`src/rtl/cube_pkg.sv`:
```
// rtl/cube_pkg.sv - shared state type, default sizes and one-hot decode for the layer scheduler
package cube_pkg;

    localparam int DEF_NUM_LAYERS = 8;
    localparam int DEF_LAYER_W    = 3;
    localparam int MAX_LAYERS     = 64;

    typedef enum logic [2:0] {
        FETCH,
        WAIT_DATA,
        PRESENT,
        BLANK,
        ADVANCE
    } sched_state_t;

    function automatic logic [MAX_LAYERS-1:0] one_hot(input logic [5:0] idx);
        one_hot = {{(MAX_LAYERS-1){1'b0}}, 1'b1} << idx;
    endfunction

endpackage

```
`src/rtl/layer_scheduler_if.sv`:
```
// rtl/layer_scheduler_if.sv - frame-RAM read port and LED-controller data/latch signals
interface layer_scheduler_if
    import cube_pkg::*;
#(
    parameter int LAYER_W = DEF_LAYER_W
);
    logic               mem_rd;
    logic [LAYER_W:0]   mem_addr;
    logic [7:0]         mem_rdata;
    logic [7:0]         led_vals;
    logic               latch_enable;

    modport master (
        output mem_rd, mem_addr, led_vals,
        input  mem_rdata, latch_enable
    );

    modport slave (
        input  mem_rd, mem_addr, led_vals,
        output mem_rdata, latch_enable
    );
endinterface

```
`src/rtl/blank_timer.sv`:
```
// rtl/blank_timer.sv - loadable down-counter that times the blanking interval
module blank_timer #(
    parameter int BLANK_W = 5
) (
    input  logic               clk,
    input  logic               reset_n,
    input  logic               load,
    input  logic [BLANK_W-1:0] load_val,
    input  logic               dec,
    output logic               done
);
    logic [BLANK_W-1:0] cnt_q, cnt_d;

    always_comb begin
        cnt_d = cnt_q;
        if (load) begin
            cnt_d = load_val;
        end else if (dec && (cnt_q != '0)) begin
            cnt_d = cnt_q - BLANK_W'(1);
        end
    end

    always_ff @(posedge clk or negedge reset_n) begin
        if (!reset_n) begin
            cnt_q <= '0;
        end else begin
            cnt_q <= cnt_d;
        end
    end

    assign done = (cnt_q == '0);
endmodule

```
`src/rtl/layer_scheduler.sv`:
```
// rtl/layer_scheduler.sv - fetches each layer from the frame RAM, presents it to the LED
// controller, and blanks the anode drivers around every layer change
module layer_scheduler
    import cube_pkg::*;
#(
    parameter int NUM_LAYERS   = DEF_NUM_LAYERS,
    parameter int LAYER_W      = DEF_LAYER_W,
    parameter int BLANK_CYCLES = 16,
    parameter int BLANK_W      = 5
) (
    input  logic                  clk,
    input  logic                  reset_n,
    layer_scheduler_if.master     bus,
    output logic [NUM_LAYERS-1:0] layer_sel,
    output logic                  blank,
    input  logic                  swap_req,
    output logic                  swap_ack,
    output logic                  buf_sel
);
    sched_state_t       state_q, state_d;
    logic [LAYER_W-1:0] fetch_layer_q, fetch_layer_d;
    logic [LAYER_W-1:0] shown_layer_q, shown_layer_d;
    logic [7:0]         led_vals_q, led_vals_d;
    logic               blank_q, blank_d;
    logic               mem_rd_q, mem_rd_d;
    logic [LAYER_W:0]   mem_addr_q, mem_addr_d;
    logic               buf_sel_q, buf_sel_d;
    logic               swap_ack_q, swap_ack_d;
    logic               latch_q, latch_d;
    logic               latch_edge, frame_end;
    logic               tmr_load, tmr_dec, tmr_done;

    assign latch_d    = bus.latch_enable;
    assign latch_edge = bus.latch_enable & ~latch_q;
    assign frame_end  = (fetch_layer_q == LAYER_W'(NUM_LAYERS - 1));

    blank_timer #(.BLANK_W(BLANK_W)) u_blank_timer (
        .clk      (clk),
        .reset_n  (reset_n),
        .load     (tmr_load),
        .load_val (BLANK_W'(BLANK_CYCLES - 1)),
        .dec      (tmr_dec),
        .done     (tmr_done)
    );

    always_ff @(posedge clk or negedge reset_n) begin
        if (!reset_n) begin
            state_q <= FETCH;
        end else begin
            state_q <= state_d;
        end
    end

    always_comb begin
        state_d = state_q;
        unique case (state_q)
            FETCH:     state_d = WAIT_DATA;
            WAIT_DATA: state_d = PRESENT;
            PRESENT:   if (latch_edge) state_d = BLANK;
            BLANK:     if (tmr_done) state_d = ADVANCE;
            ADVANCE:   state_d = FETCH;
            default:   state_d = FETCH;
        endcase
    end

    always_comb begin
        fetch_layer_d = fetch_layer_q;
        shown_layer_d = shown_layer_q;
        led_vals_d    = led_vals_q;
        blank_d       = blank_q;
        mem_addr_d    = mem_addr_q;
        buf_sel_d     = buf_sel_q;
        mem_rd_d      = 1'b0;
        swap_ack_d    = 1'b0;
        tmr_load      = 1'b0;
        tmr_dec       = 1'b0;
        unique case (state_q)
            FETCH: begin
                mem_rd_d   = 1'b1;
                mem_addr_d = {buf_sel_q, fetch_layer_q};
            end
            WAIT_DATA: led_vals_d = bus.mem_rdata;
            PRESENT: begin
                if (latch_edge) begin
                    blank_d  = 1'b1;
                    tmr_load = 1'b1;
                end
            end
            BLANK: begin
                if (tmr_done) begin
                    shown_layer_d = fetch_layer_q;
                    blank_d       = 1'b0;
                end else begin
                    tmr_dec = 1'b1;
                end
            end
            ADVANCE: begin
                // Power-of-two layer count lets the increment wrap on its own.
                fetch_layer_d = fetch_layer_q + LAYER_W'(1);
                if (frame_end && swap_req) begin
                    buf_sel_d  = ~buf_sel_q;
                    swap_ack_d = 1'b1;
                end
            end
            default: ;
        endcase
    end

    always_ff @(posedge clk or negedge reset_n) begin
        if (!reset_n) begin
            fetch_layer_q <= '0;
            shown_layer_q <= '0;
            led_vals_q    <= '0;
            blank_q       <= 1'b1;
            mem_rd_q      <= 1'b0;
            mem_addr_q    <= '0;
            buf_sel_q     <= 1'b0;
            swap_ack_q    <= 1'b0;
            latch_q       <= 1'b0;
        end else begin
            fetch_layer_q <= fetch_layer_d;
            shown_layer_q <= shown_layer_d;
            led_vals_q    <= led_vals_d;
            blank_q       <= blank_d;
            mem_rd_q      <= mem_rd_d;
            mem_addr_q    <= mem_addr_d;
            buf_sel_q     <= buf_sel_d;
            swap_ack_q    <= swap_ack_d;
            latch_q       <= latch_d;
        end
    end

    // Anodes derive from blank so they can never be lit while blanked, even mid-reset.
    assign layer_sel    = blank_q ? '0 : NUM_LAYERS'(one_hot(6'(shown_layer_q)));
    assign blank        = blank_q;
    assign swap_ack     = swap_ack_q;
    assign buf_sel      = buf_sel_q;
    assign bus.mem_rd   = mem_rd_q;
    assign bus.mem_addr = mem_addr_q;
    assign bus.led_vals = led_vals_q;
endmodule

```
`src/flat_wrapper.sv`:
```
// flat-port wrapper written by rule: the top's interface ports become plain ports
module layer_scheduler_flat import cube_pkg::*;
#(
    parameter int NUM_LAYERS   = DEF_NUM_LAYERS,
    parameter int LAYER_W      = DEF_LAYER_W,
    parameter int BLANK_CYCLES = 16,
    parameter int BLANK_W      = 5
)
  (clk, reset_n, layer_sel, blank, swap_req, swap_ack, buf_sel, bus_mem_rd, bus_mem_addr, bus_led_vals, bus_mem_rdata, bus_latch_enable);
  layer_scheduler_if #(.LAYER_W(LAYER_W)) bus_i ();
  input  logic clk;
  input  logic reset_n;
  output logic [NUM_LAYERS-1:0] layer_sel;
  output logic blank;
  input  logic swap_req;
  output logic swap_ack;
  output logic buf_sel;
  output wire logic [$bits(bus_i.mem_rd)-1:0] bus_mem_rd;
  output wire logic [$bits(bus_i.mem_addr)-1:0] bus_mem_addr;
  output wire logic [$bits(bus_i.led_vals)-1:0] bus_led_vals;
  input wire logic [$bits(bus_i.mem_rdata)-1:0] bus_mem_rdata;
  input wire logic [$bits(bus_i.latch_enable)-1:0] bus_latch_enable;
  assign bus_mem_rd = bus_i.mem_rd;
  assign bus_mem_addr = bus_i.mem_addr;
  assign bus_led_vals = bus_i.led_vals;
  assign bus_i.mem_rdata = bus_mem_rdata;
  assign bus_i.latch_enable = bus_latch_enable;
  layer_scheduler #(.NUM_LAYERS(NUM_LAYERS), .LAYER_W(LAYER_W), .BLANK_CYCLES(BLANK_CYCLES), .BLANK_W(BLANK_W)) u_core (.clk(clk), .reset_n(reset_n), .bus(bus_i), .layer_sel(layer_sel), .blank(blank), .swap_req(swap_req), .swap_ack(swap_ack), .buf_sel(buf_sel));
endmodule
```
`config.mk`:
```
export PLATFORM = sky130hd
export DESIGN_NAME = layer_scheduler_flat
export DESIGN_NICKNAME = d
export VERILOG_FILES = /design/src/rtl/cube_pkg.sv /design/src/rtl/layer_scheduler_if.sv /design/src/rtl/blank_timer.sv /design/src/rtl/layer_scheduler.sv /design/src/flat_wrapper.sv
export SDC_FILE = /design/constraint.sdc
export NUM_CORES = 1
export LEC_CHECK = 0
export CAP_MARGIN = 10
export CORE_UTILIZATION = 42
export DETAILED_ROUTE_END_ITERATION = 10
export PLACE_DENSITY = 0.85
export SLEW_MARGIN = 20
export SYNTH_ARGS = -nofsm -noshare
export SYNTH_HDL_FRONTEND = slang
export SYNTH_SLANG_ARGS = --single-unit
```
`constraint.sdc`:
```
create_clock -name clk -period 1.51 [get_ports clk]
set_input_delay 0.302 -clock clk [delete_from_list [all_inputs] [get_ports clk]]
set_output_delay 0.302 -clock clk [all_outputs]
set_load 0.1 [all_outputs]
```
* Yosys cells after proc, flatten, opt, wreduce, memory -nomap -nowiden
Index checks and enable logic that the tools add are counted.
** Operators by class
- $add $sub $neg :: 2
- Equal/unequal tests :: 7
- Shift operators :: 1
- Mux-type cells :: 16
- Bitwise logic cells :: 3
- Reductions and logical operators :: 11
** Operators by type and width (number)
- case mux 3 bit (4 select lines) :: 1
- two-way mux 5 bit :: 2
- two-way mux 1 bit :: 9
- two-way mux 8 bit :: 1
- << shifter 1 x 3 -> 8 bit (first input constant) :: 1
- equality test 3 x 2 -> 1 bit (second input constant) :: 2
- equality test 3 bit (second input constant) :: 2
- two-way mux 3 bit :: 2
- AND reduction 2 bit :: 3
- logical NOT 5 bit :: 1
- nonzero test 5 bit :: 1
- subtractor 5 x 1 -> 5 bit (second input constant) :: 1
- != test 2 x 1 -> 1 bit (second input constant) :: 2
- nonzero test 2 bit :: 2
- adder 3 x 1 -> 3 bit (second input constant) :: 1
- equality test 3 x 1 -> 1 bit (second input constant) :: 1
- logical NOT 3 bit :: 1
- AND reduction 3 bit :: 1
- logical AND 1 bit :: 2
- inverter 1 bit :: 2
- case mux 1 bit (2 select lines) :: 1
- AND 1 bit :: 1
** Word-level totals
- Register bits after elaboration :: 31
- Logic and storage cells :: 51

* Longest topological paths before layout
Gate-level depths: netlist of the first run.
- Depth after elaboration :: 6
- Depth in mapped cells :: 5

* Modules after synthesis
From an unflattened synthesis of the first run, not the netlist that was laid out.
** Second synthesis, totals
- Cells, all modules :: 114
- Area, all modules :: 1415.1 um^2
** Modules (own cells, without submodules)
- layer_scheduler :: times used 1, cells each 82, area an instance 1111.1 um^2
- blank_timer :: times used 1, cells each 32, area an instance 304.0 um^2

* Least setup slack after synthesis of the first run
No wires, ideal clock.
- Path kind :: register -> output
- Start point :: register u_core.blank_q (netlist: u_core.blank)
- End point :: output port layer_sel[0]
- Arrival :: 3439 ps
- Required time :: 1208 ps
- Path slack :: -2231 ps
- Cell stages (with the launch flop) :: 2
- Buffers on the path :: 0
- Cells stage by stage :: dfstp_2 > nor4_1
** Between the ends
- Word-level cells in the longest chain between the ends :: 1
** RTL lines
- start, declared :: RTL line layer_scheduler.sv:24 : logic blank_q, blank_d;
- start signal, assigned :: RTL line layer_scheduler.sv:124 : blank_q <= blank_d;
- two-way mux 8 bit :: RTL line layer_scheduler.sv:134 : assign layer_sel = blank_q ? '0 : NUM_LAYERS'(one_hot(6'(shown_layer_q)));
- end, declared :: RTL line flat_wrapper.sv:13 : output logic [NUM_LAYERS-1:0] layer_sel;
Every way passes these cells.

* Worst setup path in the final report of the first run
- Start point :: register u_core.shown_layer_q[1]
- End point :: output port layer_sel[3]
** Between the ends
- Word-level cells in the longest chain between the ends :: 2
** RTL lines
- start, declared :: RTL line layer_scheduler.sv:22 : logic [LAYER_W-1:0] shown_layer_q, shown_layer_d;
- start signal, assigned :: RTL line layer_scheduler.sv:122 : shown_layer_q <= shown_layer_d;
- << shifter 1 x 3 -> 8 bit :: RTL line cube_pkg.sv:17 : one_hot = {{(MAX_LAYERS-1){1'b0}}, 1'b1} << idx;
- two-way mux 8 bit :: RTL line layer_scheduler.sv:134
Every way passes these cells.

==> results of run 1 <==
==> per-stage QoR <==
stage / instance area (um^2) / hold slack, ns
after floorplan: 1470 / 0.00641
after global routing: 2500 / 0.319
after global placement: 2230 / 0.506
after detailed placement: 2230 / 0.537
after CTS: 2410 / 0.311
final: 2500 / 0.316
==> metal layers <==
| metal | global-route usage (%) | vias to the layer above |
|---|---|---|
| met4 | 14.6 | 0 |
| met2 | 39.9 | 22 |
| met5 | 0 | - |
| met1 | 27.7 | 550 |
| met3 | 4.18 | 6 |
| li1 | - | 513 |
==> placed cells by master, fill, tap and decap left out, types with 2 or more instances in the layout <==
| cell | Yosys | final |
|---|---|---|
| a21oi_1 | 3 | 2 |
| a31oi_1 | 2 | 2 |
| and3_1 | 2 | 2 |
| buf_12 | 0 | 27 |
| buf_4 | 0 | 19 |
| buf_6 | 1 | 3 |
| clkbuf_4 | 0 | 5 |
| clkbuf_8 | 0 | 2 |
| clkdlybuf4s50_1 | 0 | 11 |
| dfrtp_1 | 30 | 25 |
| dfrtp_2 | 0 | 5 |
| ha_1 | 3 | 2 |
| inv_2 | 0 | 2 |
| mux2_2 | 17 | 14 |
| mux2_4 | 0 | 3 |
| nand2b_4 | 0 | 4 |
| nand3_2 | 0 | 2 |
| nor2_4 | 0 | 3 |
| nor3_4 | 1 | 5 |
| nor4_4 | 1 | 2 |
| o21ai_1 | 0 | 3 |
| xor2_1 | 2 | 2 |
==> final timing paths <==
path / endpoint / cells past startpoint / from / slack [ns]
max: layer_sel[3] / 4 / u_core.shown_layer_q[1] / -0.18
min: u_core.u_blank_timer.cnt_q[4] / 2 / reset_n / 0.32
max reg2reg: u_core.state_q[0] / 5 / u_core.u_blank_timer.cnt_q[1] / -0.07
min reg2reg: u_core.buf_sel / 1 / u_core.buf_sel / 0.56
max in group asynchronous: u_core.blank / 2 / reset_n / 0.95
min in group clk: u_core.buf_sel / 1 / u_core.buf_sel / 0.56
==> final cells by class <==
class	instances	area (um^2)
clock buffers	8	68.8
fillers	162	551
inverters	3	11.3
multi-input cells	66	753
flip-flops and latches	31	787
well taps	44	55.1
repair buffers	60	827
==> power breakdown <==
| part | internal, W | switching, W | total (W) |
|---|---|---|---|
| logic | 0.00125 | 0.00172 | 0.00297 |
| registers | 0.00107 | 0.000298 | 0.00137 |
| clock network | 0.000274 | 0.000279 | 0.000553 |
| total | 0.00259 | 0.00230 | 0.00489 |
==> worst reg2reg max path, cell delays in order (launching register included) <==
cell and delay, ns:
dfrtp_1 0.43, inv_2 0.08, ha_4 0.15, or4b_4 0.52
a21oi_2 0.20, a311oi_2 0.07
==> flip-flops by register name (all words and copies together) (netlist names) <==
register,count
u_core.latch_q,1
u_core.u_blank_timer.cnt_q,5
u_core.bus.mem_rd,1
u_core.shown_layer_q,3
u_core.blank,1
u_core.bus.led_vals,8
u_core.bus.mem_addr,4
u_core.swap_ack,1
u_core.state_q,3
u_core.buf_sel,1
u_core.fetch_layer_q,3
==> logic make-up after synthesis <==
| group | share of synthesized area [%] |
|---|---|
| AO/OA/AOI/OAI | 5.76 |
| XOR/XNOR | 1.30 |
| adder cells (fa/ha/maj) | 2.79 |
| buffers and inverters | 1.67 |
| flip-flops | 57.7 |
| multiplexers | 15.0 |
| AND/OR/NAND/NOR | 15.8 |
==> repair_timing <==
action	4_1_cts	5_1_grt
buffers inserted	7	3
endpoints found under the setup margin	25	24
pin swaps	7	8
resized for setup	13	18
==> flow_summary_export.csv, run 1 <==
group,metric,value,unit
logic_synthesis,yosysUniqueCellTypes,30,
global_route,grt_pass1_vias,1165,
worst_setup_path,timing.critical_path.arrival,1.39,ns
logic_synthesis,yosys-top-cells-area,"dfrtp_1 (56%), mux2_2 (14%), ha_1 (2.8%)",
place,gp_congestion,0.751,
global_route,antenna_found_initial,0,
logic_synthesis,yosysMostFrequentCell,"dfrtp_1",
sta,fin_crit_sh,112,%
clock_tree,cts_made_buffers,5,
logic_synthesis,ys_top_cells_by_count,"dfrtp_1 (30), mux2_2 (17), nor3_1 (6)",
detailed_routing,drt_iter0_markers,14,
clock_tree,htreeDepth,2,
run_status,violations,"negative setup slack",
die,die_w,58.6,um
detailed_routing,vias,1091,
place,io_buffers,35,
worst_setup_path,crit_slowest_cell,"dfrtp_2",
die,die-area,3440,um^2
die,fp.dieH,58.6,um
logic_synthesis,yosys.area.top_type_share,55.8,%
detailed_routing,top_layer_used,"met4",
logic_synthesis,synth_flop_cell,"dfrtp_1",
sta,drv_slew,0,
detailed_routing,drc,0,
logic_synthesis,synth_nets,116,
global_route,overflow,0,
pwr,power.total,0.00489,W
sta,maxSlewHeadroom,76.9,%
global_route,grt_pass1_wl,5770,um
run,cap_violations,0,
sta,tns,-1.52,ns
finish,syn_to_final_growth,85.9,%
clock_tree,root_buffer,"clkbuf_4",
logic_synthesis,ys_seq_area_share,57.7,%
logic_synthesis,ys_async_sr_fraction,100,%
place,dpl_worst_slack,-0.109,ns
detailed_routing,wire_per_inst,17.6,um
detailed_routing,routed_via_density,5.15,
pwr,ir_drop,1.51,mV
detailed_routing,routed_wl,3720,um
clock_tree,cts_sinks,31,
worst_setup_path,slowest_delay,0.47,ns
detailed_routing,met3_length,126,um
sta,rsz0062_at_grt,"true",
logic_synthesis,postSynthCellCount,101,
worst_setup_path,crit_buf_inv,2,
clock_tree,clk_latency,0.34,ns
worst_setup_path,cp_top_family,"flip-flops",
global_route,grt_max_degree,32,
logic_synthesis,syn_area_per_cell,13.3,um^2
sta,final-hold-violation-count,0,
die,io_pins,36,
sta,tightest_slew,0.344,ns
die,start_util,44.1,%
worst_setup_path,crit_path_cell_trace,"buf_6, nand2_4, nor3_4, buf_12",
sta,fin_crit,1.69,ns
finish,utilization,82.0,%
logic_synthesis,synth_top_cell_by_area,"dfrtp_1",
die,core_area,3050,um^2
worst_setup_path,cp-end-kind,"output pin",
hold_path,worst_hold_path_type,"in2async",
place,place_inst,194,
pwr,p_leak,1.11,nW
worst_setup_path,crit_path_max_fanout,6,
clock_tree,cts_buffer_depth,2,
clock_tree,cts_tree,"built",
finish,diodes,0,
detailed_routing,met2RoutedLength,2080,um
logic_synthesis,synth_warnings,0,
die,std_cell_rows,20,
logic_synthesis,synth_seq_cells,31,
detailed_routing,firstDrtPassIters,4,
sta,setup_viol,12,
clock_tree,clk_pin_slew,0.10,ns
worst_setup_path,critPathRequiredTime,1.21,ns
global_route,grtUsageTotal,23.5,%
worst_setup_path,start_kind,"flip-flop",
finish,drive_gt1_share,63.1,%
finish,fin_nets,182,
run_status,status,"finished with violations",
logic_synthesis,netlist_area,1350,um^2
place,hpwl,2430,um
pwr,powerDensity,1950,nW/um^2
sta,worst_clock_skew,0.00782,ns
worst_setup_path,critPathKind,"reg2out",
clock_tree,cts_hold_buf,0,
detailed_routing,antenna_left,0,
logic_synthesis,synth_edf_count,0,
sta,fmax,0.592,GHz
detailed_routing,wirelength_met1,1450,um
finish,final-instance-count-excl-fill,212,
sta,setup_ws,-0.180,ns
Note: power is estimated with default switching activity, not from simulation.
==> run 2, diff against run 1 <==
CORE_MARGIN = 2   (was default)
CORE_UTILIZATION = 43   (was 42)
PLACE_DENSITY = 0.83   (was 0.85)
clock period = 2.1 ns   (was 1.51 ns; I/O delays follow)
==> run 2 against run 1 <==
The flow now finishes without violations. Sequential power fell by 32%. Highest routed layer unchanged. Setup slack improved by 0.34 ns. Clock-buffer cell count did not move. Wire length fell by 27%.
==> flow_summary_export.csv, run 2 (synthesis gave the netlist of run 1 again) <==
group,metric,value,unit
die,fp.dieH,60.0,um
finish,drive_gt1_share,41.4,%
sta,tightest_slew,0.716,ns
sta,drv_slew,0,
finish,diodes,0,
clock_tree,clk_latency,0.33,ns
worst_setup_path,r2r-start,"u_core.u_blank_timer.cnt_q[0]",
place,gp_congestion,0.835,
die,std_cell_rows,20,
global_route,overflow,0,
pwr,ir_drop,1.27,mV
detailed_routing,top_layer_used,"met4",
detailed_routing,routed_wl,2730,um
finish,layout_common_cells,"dfrtp_1 (30), mux2_2 (17), buf_4 (16)",
sta,fin_crit,1.94,ns
detailed_routing,wirelength_met1,1130,um
die,die_w,60.0,um
place,hpwl,2070,um
die,die-area,3590,um^2
sta,fmax,0.516,GHz
sta,final-hold-violation-count,0,
detailed_routing,routed_via_density,5.40,
detailed_routing,drt_iter0_markers,31,
detailed_routing,met3_length,93,um
place,dpl_cell_area,1840,um^2
clock_tree,root_buffer,"clkbuf_4",
finish,fin_nets,159,
die,core_area,3000,um^2
worst_setup_path,critPathRequiredTime,1.68,ns
sta,rsz0062_at_grt,"false",
run_status,status,"complete, no violations",
pwr,p_leak,0.882,nW
detailed_routing,drc,0,
worst_setup_path,worstRegToRegCells,5,
pwr,power.total,0.00279,W
finish,utilization,63.6,%
worst_setup_path,critPathKind,"reg2out",
clock_tree,cts_tree,"built",
clock_tree,cts_resized,0,
worst_setup_path,start_kind,"flip-flop",
finish,largest_reg_flops,8,
finish,final_cell_area,1910,um^2
hold_path,worst_hold_path_type,"in2async",
global_route,antenna_found_initial,0,
clock_tree,cts_hold_buf,0,
global_route,grt_pass1_vias,969,
global_route,grt_max_degree,21,
detailed_routing,firstDrtPassIters,4,
clock_tree,clk_pin_slew,0.10,ns
clock_tree,cts_sinks,31,
worst_setup_path,reg2reg_slack,0.29,ns
worst_setup_path,crit_path_max_fanout,7,
detailed_routing,wire_per_inst,15.3,um
global_route,grt_pass1_wl,4400,um
worst_setup_path,timing.critical_path.arrival,1.52,ns
worst_setup_path,cp-end-kind,"output pin",
sta,fin_crit_sh,92.3,%
finish,fillCellCount,226,
global_route,grtUsageTotal,17.2,%
sta,setup_viol,0,
clock_tree,htreeDepth,2,
detailed_routing,met2RoutedLength,1470,um
detailed_routing,vias,961,
clock_tree,cts_buffer_depth,2,
place,io_buffers,35,
clock_tree,cts_setup_buffers,0,
detailed_routing,antenna_left,0,
clock_tree,cts_made_buffers,5,
die,io_pins,36,
sta,maxSlewHeadroom,51.6,%
finish,syn_to_final_growth,41.9,%
worst_setup_path,reg2reg_to,"u_core.u_blank_timer.cnt_q[2]",
sta,worst_clock_skew,0.0109,ns
die,start_util,44.8,%
pwr,powerDensity,1460,nW/um^2
finish,final_common_cell,"dfrtp_1",
run,cap_violations,0,
## run 2: final cells by class
class / count / area [um^2] / area share, %
Sequential cell: 31 / 777 / 40.7
Multi-Input combinational cell: 66 / 582 / 30.5
Timing Repair Buffer: 37 / 430 / 22.5
Clock buffer: 8 / 68.8 / 3.60
Tap cell: 33 / 41.3 / 2.16
Inverter: 3 / 11.3 / 0.589
## run 2: through the flow
| stage | hold WS, ns | setup TNS, ns | worst slack [ns] | instances |
|---|---|---|---|---|
| floorplan | 0.124 | -2.17 | -0.450 | 101 |
| global placement | 0.488 | 0 | 0.324 | 170 |
| detailed placement | 0.488 | 0 | 0.274 | 170 |
| CTS | 0.479 | 0 | 0.143 | 178 |
| global route | 0.490 | 0 | 0.0991 | 178 |
| finish | 0.469 | 0 | 0.162 | 178 |
## run 2: worst max path at each step
| stage | startpoint | endpoint | slack (ns) | depth (start not counted) |
|---|---|---|---|---|
| 2_1_floorplan | u_core.blank | layer_sel[5] | -0.45 | 2 |
| 3_3_place_gp | bus_latch_enable | u_core.u_blank_timer.cnt_q[4] | 0.32 | 4 |
| 3_5_place_dp | bus_latch_enable | u_core.u_blank_timer.cnt_q[4] | 0.27 | 4 |
| 4_1_cts | u_core.blank | layer_sel[7] | 0.14 | 3 |
| 5_1_grt | u_core.blank | layer_sel[7] | 0.1 | 3 |
| 6_report | u_core.blank | layer_sel[7] | 0.16 | 3 |
## run 2: worst max-delay path, stage by stage, from the launching register on
cell      delay [ns]
dfstp_2         0.68
nand2b_1        0.23
nor2_1          0.10
buf_12          0.17
## run 2: report_power, final
part	total, W	switching, W	internal [W]
registers	0.000935	0.000172	0.000762
clock network	0.000394	0.000197	0.000197
logic	0.00146	0.00103	0.000426
## run 2: metal layers
layer / GRT usage [%] / vias up
met3: 4.55 / 4
met1: 19.3 / 484
li1: - / 455
met4: 9.84 / 0
met5: 0 / -
met2: 29.2 / 18
==> edit, RTL diff (settings of run 1) <==
The package constant `DEF_LAYER_W` goes from 3 to 6.
--- a/src/rtl/cube_pkg.sv
+++ b/src/rtl/cube_pkg.sv
@@ -2,7 +2,7 @@
 package cube_pkg;
 
     localparam int DEF_NUM_LAYERS = 8;
-    localparam int DEF_LAYER_W    = 3;
+    localparam int DEF_LAYER_W    = 6;
     localparam int MAX_LAYERS     = 64;
 
     typedef enum logic [2:0] {
Interface: changed (resized bus_mem_addr); port bits go from 36 to 39. No check against the original RTL was run, so the function may have changed too.
==> edit against run 1 <==
  * First-iteration DRC count rose to 5.7 times the old value
  * The flow still finishes with violations (negative setup slack)
  * Via count is 17% higher
  * Synthesized area grew 28%
  * Wire length rose by 7.7%
  * Design area increased by 12%
  * Sequential share of layout area is 4.5 points higher
  * Non-clock buffer count down 3
  * Sequential cell count increased by 9
  * Setup slack got worse by 0.10 ns
  * Global-route usage down 1.5 points
  * Power up 5.4%
  * Register-to-register slack improved by 0.04 ns
  * Maximum frequency down 5.8%
==> edit: results (changes against run 1) <==
status - finished, violations left
violated checks - negative setup slack
final setup margin - -0.284 ns (-0.104 ns)
Worst Path Arrival - 1.49 ns (+0.10 ns)
area post-placement - 2630 sq um (+18%)
Crit Path Max Fanout - 4 (-2)
Max VDD drop - 1.92 mV (+27%)
CTS root buf - clkbuf_8
synthesized instance count - 131 (+30%)
largest net degree at the start of global routing - 41 (+28%)
drt first pass iters - 4 (unchanged)
met2 WL - 2110 um (+1.5%)
CP top delay family - simple AND/OR/NAND/NOR gates
synth cell count leaders - dfrtp_1 (39), mux2_2 (22), nor2_1 (11)
Final Setup Violations - 10 (-2)
met2 GRT Util - 0.365 (-0.0342)
total nets after synthesis - 145 (+25%)
Iter 0 DRT Violations - 80 (+66)
post-synth cell types - 34 (+13%)
# diodes - 0 (unchanged)
GRT Util Overall - 0.220 (-0.0155)
Placed Instances - 228 (+18%)
non-filler instance count after layout - 241 (+14%)
CP max-delay cell - dfstp_4
total negative setup slack - -2.00 ns (-0.483 ns)
vias in the first global route - 1378 (+18%)
post-detail-place hpwl - 2870 um (+18%)
met3 wire len - 132 um (+4.8%)
synth top area cells - dfrtp_1 (57%), mux2_2 (14%), nor2_1 (2.4%)
Nets - 206 (+13%)
post-DR vias/cell - 5.29 (+2.8%)
met3 global-route usage - 0.0586 (+0.0169)
ratio of cells with drive above 1 in the final layout - 0.560 (-0.0714)
fillers - 222 (+37%)
class of the worst hold path - primary input to asynchronous set/reset pin
IO Port Bufs - 38 (+8.6%)
register area share after synthesis - 0.581 (+0.00372)
post-CTS sizing - 7 (-6)
Worst-Margin Slew - 0.500 ns (+0.156 ns)
Final Routed Wirelength - 4010 um (+7.7%)
Worst-Skew Late Latency - 0.29 ns (-0.05 ns)
Clock transition at path regs - 0.07 ns (-0.03 ns)
multi-input logic area - 838 sq um (+11%)
met1 usage - 0.257 (-0.0204)
Post-CTS Setup Bufs - 4 (-3)
dpl ws - -0.0540 ns (+0.0547 ns)
gp weighted congestion - 0.798 (+6.2%)
Lkg Pwr - 0.00125 uW (+13%)
FFs w/ async S/R, synth - 1.00 (unchanged)
max incr delay on CP - 0.47 ns (about the same)
Met1 Wirelength - 1660 um (+14%)
Clock Skew - 0.00612 ns (-0.00170 ns)
top layer in use - met4
first-pass GRT wire length - 6860 um (+19%)
==> edit: cell types whose count changed in the layout (fill, tap and decap cells not counted), sizes merged, moves of 3 or more <==
cell   change
nor3       -3
dfrtp      +9
mux2       +5
xnor2      +3
nor2       +7
==> edit: cells by family after synthesis <==
logic type      count (synthesis)  share of synthesized area
fa+ha+maj                       2                     0.0145
mux                            23                      0.149
buf+inv                         6                     0.0181
flops                          40                      0.581
xor+xnor                        6                     0.0305
compound gates                 12                     0.0450
simple gates                   42                      0.162
==> edit: layout make-up <==
type	count	share of cell area
Inverter	3	0.00401
Tap cell	48	0.0214
Sequential cell	40	0.359
Multi-Input combinational cell	85	0.299
Clock inverter	2	0.00357
Timing Repair Buffer	57	0.284
Clock buffer	6	0.0294
==> edit: path summary, 6_finish.rpt <==
| kind | start | end | slack (ns) | cells after the start |
|---|---|---|---|---|
| setup / recovery | u_core.blank$_DFFE_PN1P_ | layer_sel[1] | -0.28 | 3 |
| hold / removal | reset_n | u_core.bus.led_vals[7]$_DFFE_PN0P_ | 0.05 | 2 |
| setup reg to reg | u_core.u_blank_timer.cnt_q[1]$_DFFE_PN0P_ | u_core.u_blank_timer.cnt_q[2]$_DFFE_PN0P_ | -0.03 | 5 |
| hold reg to reg | u_core.fetch_layer_q[5]$_DFFE_PN0N_ | u_core.fetch_layer_q[5]$_DFFE_PN0N_ | 0.54 | 1 |
| max in group asynchronous | reset_n | u_core.state_q[0]$_DFFE_PN0P_ | 1.08 | 2 |
| min in group clk | bus_latch_enable | u_core.latch_q$_DFF_PN0_ | 0.52 | 1 |
==> edit: power breakdown <==
part           internal (uW)  switching (uW)
Sequential              1310             279
Combinational           1170            1660
Clock                    364             365
